[src/rtl/vedic_mul_arbiter_ctrl.sv]
// Round-robin arbiter and sequencer sharing one 2x2 Vedic multiplier between two requesters,
// with per-requester result registers and a 4-digit multiplexed seven-segment scan.
module vedic_mul_arbiter_ctrl #(
  parameter logic [15:0] SCAN_DIV = 16'd50000
) (
  input  logic       clk_i,
  input  logic       rst_ni,
  input  logic       req0_i,
  input  logic       req1_i,
  input  logic [1:0] a0_i,
  input  logic [1:0] b0_i,
  input  logic [1:0] a1_i,
  input  logic [1:0] b1_i,
  output logic       ack0_o,
  output logic       ack1_o,
  output logic [3:0] q_out_o,
  output logic       grant_id_o,
  output logic [1:0] mul_a_o,
  output logic [1:0] mul_b_o,
  input  logic [3:0] mul_q_i,
  output logic [3:0] digit_o,
  output logic [3:0] anodes_o
);

  typedef enum logic [1:0] {IDLE, EXEC, ACK} state_e;

  state_e      state_q, state_d;
  logic        ack0_q, ack0_d, ack1_q, ack1_d;
  logic [3:0]  q_out_q, q_out_d;
  logic [1:0]  mul_a_q, mul_a_d, mul_b_q, mul_b_d;
  logic        grant_q, grant_d, last_q, last_d;
  logic [3:0]  res0_q, res0_d, res1_q, res1_d;
  logic [15:0] scan_cnt_q, scan_cnt_d;
  logic [1:0]  idx_q, idx_d;
  logic [3:0]  anodes_q, anodes_d;
  logic        win;
  logic        scan_wrap;

  always_comb begin
    state_d = state_q;
    ack0_d  = 1'b0;
    ack1_d  = 1'b0;
    q_out_d = q_out_q;
    mul_a_d = mul_a_q;
    mul_b_d = mul_b_q;
    grant_d = grant_q;
    last_d  = last_q;
    res0_d  = res0_q;
    res1_d  = res1_q;
    win     = 1'b0;
    unique case (state_q)
      IDLE: begin
        if (req0_i || req1_i) begin
          // On a tie the requester that was not served last wins.
          win     = (req0_i && req1_i) ? ~last_q : req1_i;
          mul_a_d = win ? a1_i : a0_i;
          mul_b_d = win ? b1_i : b0_i;
          grant_d = win;
          last_d  = win;
          state_d = EXEC;
        end
      end
      EXEC: begin
        q_out_d = mul_q_i;
        if (grant_q) res1_d = mul_q_i;
        else         res0_d = mul_q_i;
        ack0_d  = ~grant_q;
        ack1_d  = grant_q;
        state_d = ACK;
      end
      ACK:     state_d = IDLE;
      default: state_d = IDLE;
    endcase
  end

  // Scan runs free of the arbiter; anodes are precomputed from the next index.
  always_comb begin
    scan_wrap  = (scan_cnt_q == SCAN_DIV - 16'd1);
    scan_cnt_d = scan_wrap ? 16'd0 : scan_cnt_q + 16'd1;
    idx_d      = scan_wrap ? idx_q + 2'd1 : idx_q;
    anodes_d   = ~(4'b0001 << idx_d);
  end

  always_ff @(posedge clk_i or negedge rst_ni) begin
    if (!rst_ni) begin
      state_q    <= IDLE;
      ack0_q     <= 1'b0;
      ack1_q     <= 1'b0;
      q_out_q    <= 4'd0;
      mul_a_q    <= 2'd0;
      mul_b_q    <= 2'd0;
      grant_q    <= 1'b0;
      last_q     <= 1'b1;
      res0_q     <= 4'd0;
      res1_q     <= 4'd0;
      scan_cnt_q <= 16'd0;
      idx_q      <= 2'd0;
      anodes_q   <= 4'b1110;
    end else begin
      state_q    <= state_d;
      ack0_q     <= ack0_d;
      ack1_q     <= ack1_d;
      q_out_q    <= q_out_d;
      mul_a_q    <= mul_a_d;
      mul_b_q    <= mul_b_d;
      grant_q    <= grant_d;
      last_q     <= last_d;
      res0_q     <= res0_d;
      res1_q     <= res1_d;
      scan_cnt_q <= scan_cnt_d;
      idx_q      <= idx_d;
      anodes_q   <= anodes_d;
    end
  end

  always_comb begin
    digit_o = 4'd0;
    unique case (idx_q)
      2'd0:    digit_o = res0_q;
      2'd1:    digit_o = res1_q;
      2'd2:    digit_o = {mul_a_q, mul_b_q};
      default: digit_o = {3'b000, grant_q};
    endcase
  end

  assign ack0_o     = ack0_q;
  assign ack1_o     = ack1_q;
  assign q_out_o    = q_out_q;
  assign grant_id_o = grant_q;
  assign mul_a_o    = mul_a_q;
  assign mul_b_o    = mul_b_q;
  assign anodes_o   = anodes_q;

endmodule

[config.mk]
export PLATFORM = sky130hd
export DESIGN_NAME = vedic_mul_arbiter_ctrl
export DESIGN_NICKNAME = d
export VERILOG_FILES = /design/src/rtl/vedic_mul_arbiter_ctrl.sv
export SDC_FILE = /design/constraint.sdc
export NUM_CORES = 1
export LEC_CHECK = 0
export BUFFER_PORTS_ARGS = -buffer_cell sky130_fd_sc_hd__buf_2
export CAP_MARGIN = 20
export CORE_ASPECT_RATIO = 0.5
export CORE_MARGIN = 3
export CORE_UTILIZATION = 50
export CTS_BUF_LIST = sky130_fd_sc_hd__clkbuf_8
export CTS_CLUSTER_DIAMETER = 120
export DETAILED_ROUTE_END_ITERATION = 16
export PLACE_DENSITY = 0.83
export SYNTH_ARGS = -nofsm -noshare
export SYNTH_HDL_FRONTEND = slang
export SYNTH_SLANG_ARGS = --single-unit
export TNS_END_PERCENT = 50
[constraint.sdc]
create_clock -name clk_i -period 1.9 [get_ports clk_i]
set_input_delay 0.19 -clock clk_i [delete_from_list [all_inputs] [get_ports clk_i]]
set_output_delay 0.19 -clock clk_i [all_outputs]
set_load 0.01 [all_outputs]
==> metrics.txt, run 1 <==
Worst-Margin Slew 0.6412 ns; hold_ws 0.1112 ns; CP arrival about 1.7 ns; DP HPWL 2810 um; number of global-route vias before repair between 1,000 and 1,500; CP Max Fanout 4; synthesis warning total 0; largest net degree at the start of global routing 45; pwr/cell area approximately 1100 mW/mm^2; worst rel slew slack 0.5697; Netlist Area Pre-Place 0.001956 mm^2; Yosys cell types 31; GRT Overall Usage 0.1849; drt drc 0; Post-Synthesis Net Count 190; worst min path class in -> reg; simple-gate share of the synthesized area 0.1715; Clock Path Buffers 2; die height between 50 and 60 um; Filler Cell Count approximately 290; crit end category output pin; area share of fa/ha/maj cells after synthesis 0.03199; Final min period 1.868 ns; via/cell ratio around 5.3; initial antenna violation count 0; Pleak 1.118 nW; mean post-synth cell area around 12 um^2; Reg clk slew, reported paths roughly 0.090 ns; Final setup viols 0; Root Buffer clkbuf_8; synthesized instance count approximately 170; synthesis-stage register bit count 44; vias post-DR approximately 1,400; Ports 35; layout cell share with drive strength beyond 1 0.3256; period utilization 0.9834; gpl congestion roughly 0.80; Final nets 235; Critical Path RT between 1.5 and 2 ns; compound-gate portion of the synthesized area 0.04926; port bufs 34; Fin. Hold Viols 0; area delta synth->final 18.23%; DRT Pass-1 Iters 5; multiplexer share of the synthesized area 0.08701; largest family of logic cells by synthesized area simple AND/OR/NAND/NOR gates; DRT iter0 DRCs 55; clock insertion delay at the later pin of the skew report around 0.30 ns; Clock Skews 0.009343 ns; Overall Power about 2.6 mW; Starting Density 0.5455; Inserted Clock Buffers 5; global-route wire length before repair roughly 6700 um; routed length per instance roughly 15 um; die width ~94 um; die area about 0.0047 mm^2; CTS tree done; max frequency roughly 540 MHz; clk sinks 44; post-synthesis xor/xnor area fraction 0.06718; kind of critical path reg -> out; core area 0.003585 mm^2; CTS HTree Levels 2; total grt overflow 0; Startpoint Class flop; status finished clean; max-slew violations 0; Layout Utilization 0.6450; post-synthesis sequential area ratio 0.5656; max cap viols 0; DRT Wirelength between 4000 and 5000 um; post-route ant nets 0; worst vdd ir roughly 0.00046 V; PnR worst setup slack 0.03158 ns; row count 15; Antenna Cells 0; minimum setup slack after placement ~0.19 ns
[routing by layer]
layer  part of all wire  vias to the layer above  track usage
li1                   -                      676            -
met1               0.42                      693       0.2271
met2               0.51                       35       0.3146
met3              0.040                       10      0.04341
met4              0.022                        0      0.07914
met5                  0                        -            0
[through the flow]
step	cell area, um^2	TNS (ns)	instances
5_1_grt	2312	-0.02133	266
6_report	2312	0	266
2_1_floorplan	1956	0	169
4_1_cts	2275	0	262
3_3_place_gp	2177	0	253
3_5_place_dp	2177	0	253
[sequential cells by signal, indices dropped and copies added (netlist names), 2 cells and up]
name,flops
state_q,2
q_out_o,4
anodes_o,4
res1_q,4
res0_q,4
mul_a_o,2
mul_b_o,2
idx_q,2
scan_cnt_q,16
[cell usage after synthesis]
library cell	instances	area share
and4_1	3	0.013
and4bb_1	1	0.0064
o21ai_1	1	0.0026
nor4b_1	1	0.0045
nand3_1	6	0.015
nor4_1	3	0.0096
nand2_1	24	0.046
nor2_1	17	0.033
buf_2	1	0.0026
ha_1	5	0.032
mux2_4	2	0.015
xor2_1	7	0.031
mux2i_1	5	0.026
a222oi_1	4	0.020
buf_6	2	0.012
nor3_1	1	0.0026
a22oi_1	2	0.0077
a21boi_2	1	0.0058
nor4bb_1	1	0.0051
dfrtp_1	40	0.51
o21ai_0	5	0.013
and3_1	1	0.0032
mux2_2	8	0.046
nand2b_1	1	0.0032
nand4_1	5	0.016
nand2_2	1	0.0032
dfstp_2	4	0.054
xnor2_1	8	0.036
nand2b_4	1	0.0070
inv_1	7	0.013
nor2b_1	1	0.0032
[cell families after synthesis]
logic type,count (synthesis)
AND/OR/NAND/NOR,67
flip-flops,44
XOR/XNOR,15
multiplexers,15
AO/OA/AOI/OAI,13
buffers and inverters,10
adder cells (fa/ha/maj),5
[worst paths after layout]
kind	cells after the start	slack [ns]	to	start
max in group asynchronous	3	1.00	idx_q[0]$_DFF_PN0_	rst_ni
min in group asynchronous	3	0.48	mul_b_o[0]$_DFFE_PN0P_	rst_ni
min	3	0.11	q_out_o[2]$_DFFE_PN0N_	mul_q_i[2]
min reg2reg	2	0.47	q_out_o[0]$_DFFE_PN0N_	q_out_o[0]$_DFFE_PN0N_
max	5	0.03	digit_o[2]	idx_q[0]$_DFF_PN0_
max reg2reg	5	0.21	anodes_o[2]$_DFF_PN1_	scan_cnt_q[0]$_DFF_PN0_
[power by group]
| group | total, mW | internal (mW) | switching (mW) |
|---|---|---|---|
| Clock | 0.571 | 0.252 | 0.319 |
| Combinational | 0.727 | 0.326 | 0.402 |
| Sequential | 1.32 | 1.17 | 0.144 |
[critical path, stage by stage (launching register included)]
cell	delay, ns
dfrtp_2	0.42
buf_4	0.15
ha_2	0.21
a222oi_1	0.37
nor2_1	0.08
buf_2	0.15
[placed cells by master, fill, tap and decap left out, types with 6 or more instances in the layout]
| master | count |
|---|---|
| mux2_2 | 8 |
| dfrtp_1 | 38 |
| buf_4 | 6 |
| nand2_1 | 24 |
| xnor2_1 | 8 |
| nand3_1 | 6 |
| xor2_1 | 7 |
| inv_1 | 7 |
| nor2_1 | 17 |
| buf_2 | 34 |
[cell type report]
class / instances / area (um^2) / share of cell area
inverters: 7 / 26.28 / 0.01136
clock buffers: 5 / 68.82 / 0.02976
repair buffers: 41 / 225.2 / 0.09740
well taps: 51 / 63.81 / 0.02760
clock inverters: 3 / 16.27 / 0.007035
multi-input cells: 115 / 803.3 / 0.3474
flip-flops and latches: 44 / 1109 / 0.4794
[timing repair]
item / in CTS / in global routing
endpoints found under the setup margin: 4 / 3
resized for setup: 3 / 3
hold buffers: 1 / 0
setup buffers: 0 / 4
pin swaps: 0 / 2
endpoints found under the hold margin: 40 / 0
No activity file was read; power rests on OpenSTA's default activity.
==> run 2: changes to the inputs <==
==> constraint.sdc (replaced) <==
create_clock -name clk_i -period 1.9 [get_ports clk_i]
set_input_delay 0.19 -clock clk_i [delete_from_list [all_inputs] [get_ports clk_i]]
set_output_delay 0.19 -clock clk_i [all_outputs]
set_load 0.1 [all_outputs]
==> metrics.txt, run 2 (synthesis results as in run 1) <==
die height 50.22 um (unchanged); Final min period 1.918 ns (+0.04929 ns); GRT Overall Usage 0.1855 (+0.0006545); Ports 35 (unchanged); worst min path class in -> reg; Layout Utilization 0.6921 (+0.04712); DRT Wirelength 4316 um (+4.7%); WP buf/inv 2 (unchanged); port bufs 34 (unchanged); CTS HTree Levels 2 (unchanged); Final setup viols 1 (+1); vias post-DR 1,466 (+3.7%); Antenna Cells 0 (unchanged); clock insertion delay at the later pin of the skew report 0.29 ns (about the same); Fin. Hold Viols 0 (unchanged); Critical Path RT 1.71 ns (about the same); pwr/cell area 1585 mW/mm^2 (+40%); total grt overflow 0 (unchanged); CTS tree done; RSZ-0062 raised after global routing yes; die width 94.45 um (unchanged); CP arrival 1.73 ns (+0.05 ns); CP max stage delay 0.44 ns (+0.02 ns); routed length per instance 15.99 um (+3.2%); failing checks setup timing; kind of critical path reg -> out; layout cell share with drive strength beyond 1 0.3653 (+0.03972); Root Buffer clkbuf_8; die area 0.004743 mm^2 (unchanged); Clock Path Buffers 2 (unchanged); number of global-route vias before repair 1,473 (+0.82%); core area 0.003585 mm^2 (unchanged); DRT Pass-1 Iters 4 (-1); status finished, violations left; crit end category output pin; max-slew violations 0 (unchanged); Clock Skews 0.003623 ns (-0.005720 ns); initial antenna violation count 0 (unchanged); via/cell ratio 5.430 (+2.1%); Inserted Clock Buffers 5 (unchanged); hold_ws 0.1326 ns (+0.02140 ns); clk sinks 44 (unchanged); Starting Density 0.5455 (unchanged); worst vdd ir 0.0005929 V (+30%); max frequency 521.5 MHz (-2.6%); Worst-Margin Slew 0.5968 ns (-0.04437 ns); DP HPWL 3035 um (+8.0%); CP Max Fanout 4 (unchanged); area delta synth->final 26.87%; Biggest register scan_cnt_q; period utilization 1.009 (+0.02594); Startpoint Class flop; row count 15 (unchanged); drt drc 0 (unchanged); gpl congestion 0.8494 (+5.5%); Reg clk slew, reported paths 0.07 ns (-0.02 ns); Critical Path Slowest Stage Cell a222oi_1; global-route wire length before repair 6948 um (+3.3%); commonest non-fill, non-tap cells in the layout 37 x dfrtp_1, 30 x buf_2, 24 x nand2_1; largest net degree at the start of global routing 24 (-47%); max cap viols 0 (unchanged); worst rel slew slack 0.5994 (+0.02978); Final nets 239 (+1.7%); crit-path leading delay family compound AO/OA/AOI/OAI gates; cells along the critical path inv_4 -> ha_4 -> a222oi_1 -> mux2i_4 -> buf_12; PnR worst setup slack -0.01771 ns (-0.04929 ns); post-route ant nets 0 (unchanged); DRT iter0 DRCs 55 (unchanged); Pleak 1.178 nW (+5.4%); most common cell after layout, fill and taps aside dfrtp_1; max reg flops 16 (unchanged)
run 2: report_power, final:
part	leakage, nW	internal [mW]	switching (mW)
clock	0.0538	0.286	0.291
sequential	0.545	1.18	0.151
combinational	0.579	0.494	1.53
run 2: final timing paths:
check	from	to	slack [ns]	cells after the start
worst max-delay path	idx_q[0]$_DFF_PN0_	digit_o[0]	-0.02	5
worst max register to register	scan_cnt_q[0]$_DFF_PN0_	anodes_o[3]$_DFF_PN1_	0.16	5
worst min register to register	q_out_o[2]$_DFFE_PN0N_	q_out_o[2]$_DFFE_PN0N_	0.48	2
max in group asynchronous	rst_ni	last_q$_DFFE_PN1P_	0.86	3
min in group asynchronous	rst_ni	scan_cnt_q[2]$_DFF_PN0_	0.40	2
worst min-delay path	mul_q_i[2]	q_out_o[2]$_DFFE_PN0N_	0.13	3
run 2: final cells by class:
class | instances | area (um^2)
inverters | 7 | 31.28
clock buffers | 6 | 82.58
clock inverters | 2 | 7.507
well taps | 51 | 63.81
fillers | 237 | 1104
multi-input cells | 115 | 870.8
flip-flops and latches | 44 | 1110
repair buffers | 45 | 315.3
run 2: worst register-to-register path: stages, from the launching register on:
cell and delay, ns:
dfrtp_1 0.42, ha_1 0.23, and3_1 0.28, and4_1 0.36
nand2_2 0.11, mux2_4 0.27
run 2: routing by layer:
layer,share of wire,global-route usage,vias up
met1,0.43,0.2386,733
met3,0.041,0.04192,6
met4,0.014,0.04796,0
met2,0.51,0.3192,46
met5,0,0,-
li1,-,-,681
run 2: timing repair:
action	4_1_cts	5_1_grt
pin swaps	2	6
hold endpoints to repair	18	0
setup endpoints to repair	4	4
hold buffers	1	0
gates resized for setup	18	3
buffers inserted	3	1
run 2: stage by stage:
step           setup TNS [ns]  std cells  worst slack, ns  power [mW]  area (um^2)
5_1_grt               -0.2503        270          -0.1222       4.091         2481
3_5_place_dp                0        257         0.003768       3.260         2273
3_3_place_gp                0        257          0.08487       3.210         2273
2_1_floorplan         -0.2345        169          -0.1919       2.843         1992
6_report             -0.01771        270         -0.01771       3.931         2481
4_1_cts              -0.03671        269         -0.02105       3.920         2459
==> run 3: changes to the inputs <==
==> constraint.sdc (replaced) <==
create_clock -name clk_i -period 2.2 [get_ports clk_i]
set_input_delay 0.22 -clock clk_i [delete_from_list [all_inputs] [get_ports clk_i]]
set_output_delay 0.22 -clock clk_i [all_outputs]
set_load 0.1 [all_outputs]
==> metrics.txt, run 3 (synthesis results as in run 1) <==
worst min path class in -> reg; Hold Crit Depth 3 (unchanged); R2R setup slack 0.50 ns (+0.34 ns); Root Buffer clkbuf_8; commonest non-fill, non-tap cells in the layout 38 x dfrtp_1, 32 x buf_2, 24 x nand2_1; hold path endpoint q_out_o[2]$_DFFE_PN0N_; placed insts 253 (-1.6%); clock insertion delay at the later pin of the skew report 0.30 ns (about the same); global-route wire length before repair 6561 um (-5.6%); Fin. Hold Viols 0 (unchanged); pwr/cell area 1390 mW/mm^2 (-12%); die height 50.22 um (unchanged); via/cell ratio 5.216 (-3.9%); die width 94.45 um (unchanged); number of global-route vias before repair 1,375 (-6.7%); max frequency 470.6 MHz; post-route ant nets 0 (unchanged); CP Max Fanout 5 (+1); CP max stage delay 0.43 ns (about the same); initial antenna violation count 0 (unchanged); Biggest register scan_cnt_q; CTS HTree Levels 2 (unchanged); CP arrival 1.90 ns (+0.17 ns); CTS tree done; DRT Pass-1 Iters 6 (+2); final cell count without fillers 264 (-2.2%); die area 0.004743 mm^2 (unchanged); drt drc 0 (unchanged); most common cell after layout, fill and taps aside dfrtp_1; routed length per instance 14.36 um (-10%); Inserted Clock Buffers 5 (unchanged); vias post-DR 1,377 (-6.1%); Reg-to-Reg Start scan_cnt_q[0]$_DFF_PN0_; port bufs 34 (unchanged); Ports 35 (unchanged); Startpoint Class flop; HP Start mul_q_i[2]; Critical Path RT 1.98 ns (+0.27 ns); Filler Cell Count 278 (+17%); max-slew violations 0 (unchanged); placed inst area 0.002193 mm^2 (-3.5%); Worst-Margin Slew 0.5847 ns (-0.01214 ns); gpl congestion 0.7449 (-12%); Final nets 233 (-2.5%); status finished clean; crit end category output pin; period utilization 0.9658; total grt overflow 0 (unchanged); max reg flops 16 (unchanged); reg-to-reg endpoint anodes_o[2]$_DFF_PN1_; DP HPWL 2799 um (-7.8%); kind of critical path reg -> out; Antenna Cells 0 (unchanged); Reg clk slew, reported paths 0.09 ns (+0.02 ns); cells on worst reg2reg path 5 (unchanged); Critical Path Slowest Stage Cell dfrtp_2; GRT Overall Usage 0.1833 (-0.002263); design area 0.002331 mm^2 (-6.1%); PnR worst setup slack 0.07514 ns (+0.09285 ns); RSZ-0062 raised after global routing yes; worst rel slew slack 0.6076 (+0.008144); max cap viols 0 (unchanged); minimum setup slack after placement 0.2184 ns (+0.2146 ns); DRT iter0 DRCs 46 (-16%); Final setup viols 0 (-1); Final min period 2.125 ns; worst vdd ir 0.0005987 V (+0.99%); Pleak 1.114 nW (-5.5%); layout cell share with drive strength beyond 1 0.3286 (-0.03666); core area 0.003585 mm^2 (unchanged); Clock Skews 0.01043 ns (+0.006805 ns); cells along the critical path clkinvlp_4 -> ha_1 -> a222oi_1 -> mux2i_2 -> buf_2; Starting Density 0.5455 (unchanged); Clock Path Buffers 2 (unchanged); row count 15 (unchanged); largest net degree at the start of global routing 24 (unchanged); clk sinks 44 (unchanged); DRT Wirelength 3790 um (-12%); area delta synth->final 19.19%
run 3: worst max-delay path by stage:
stage,slack [ns],cells past startpoint,from,endpoint
after floorplan,-0.26,2,mul_b_o[0]$_DFFE_PN0P_,digit_o[0]
after global placement,0.35,5,idx_q[0]$_DFF_PN0_,digit_o[1]
after detailed placement,0.22,5,idx_q[0]$_DFF_PN0_,digit_o[1]
after CTS,0.0002,5,idx_q[0]$_DFF_PN0_,digit_o[0]
after global routing,-0.03,5,idx_q[0]$_DFF_PN0_,digit_o[3]
final,0.08,5,idx_q[0]$_DFF_PN0_,digit_o[0]
run 3: where the power goes:
part	switching, mW	internal [mW]	leakage, nW
combinational	1.27	0.307	0.524
clock	0.273	0.254	0.0434
sequential	0.124	1.01	0.546
total	1.66	1.58	1.11
run 3: routing by layer:
layer,up-vias,track usage,wire length [um]
met1,668,0.2337,1743
li1,673,-,-
met2,27,0.2934,1812
met4,0,0.08873,89
met5,-,0,0
met3,9,0.04641,145
run 3: worst max-delay path, delay by kind of cell (launching register included):
| kind | cells | cell delay [ns] |
|---|---|---|
| AO/OA/AOI/OAI | 1 | 0.36 |
| adder cells (fa/ha/maj) | 1 | 0.25 |
| buffers and inverters | 2 | 0.44 |
| flip-flops | 1 | 0.43 |
| multiplexers | 1 | 0.12 |
run 3: final cells by class:
cell class	count	area [um^2]	share of cell area
clock buffers	6	82.58	0.03543
clock inverters	2	15.01	0.006441
inverters	7	30.03	0.01288
multi-input cells	115	812.0	0.3484
flip-flops and latches	44	1109	0.4756
well taps	51	63.81	0.02738
repair buffers	39	219.0	0.09393
run 3: stage by stage:
step | hold WS [ns] | power [mW] | utilization | TNS (ns)
final | 0.1491 | 3.239 | 0.6503 | 0
after global routing | 0.1743 | 3.402 | 0.6503 | -0.03392
after CTS | 0.1420 | 3.242 | 0.6429 | 0
after detailed placement | 0.2139 | 2.706 | 0.6119 | 0
after global placement | 0.1974 | 2.678 | 0.6119 | 0
after floorplan | -0.07559 | 2.430 | - | -0.3027
run 3: timing repair:
action,CTS,global route
setup buffers,0,2
setup endpoints to repair,3,3
pin swaps,1,1
gates resized for setup,2,4
hold buffers,1,0
hold endpoints to repair,17,0
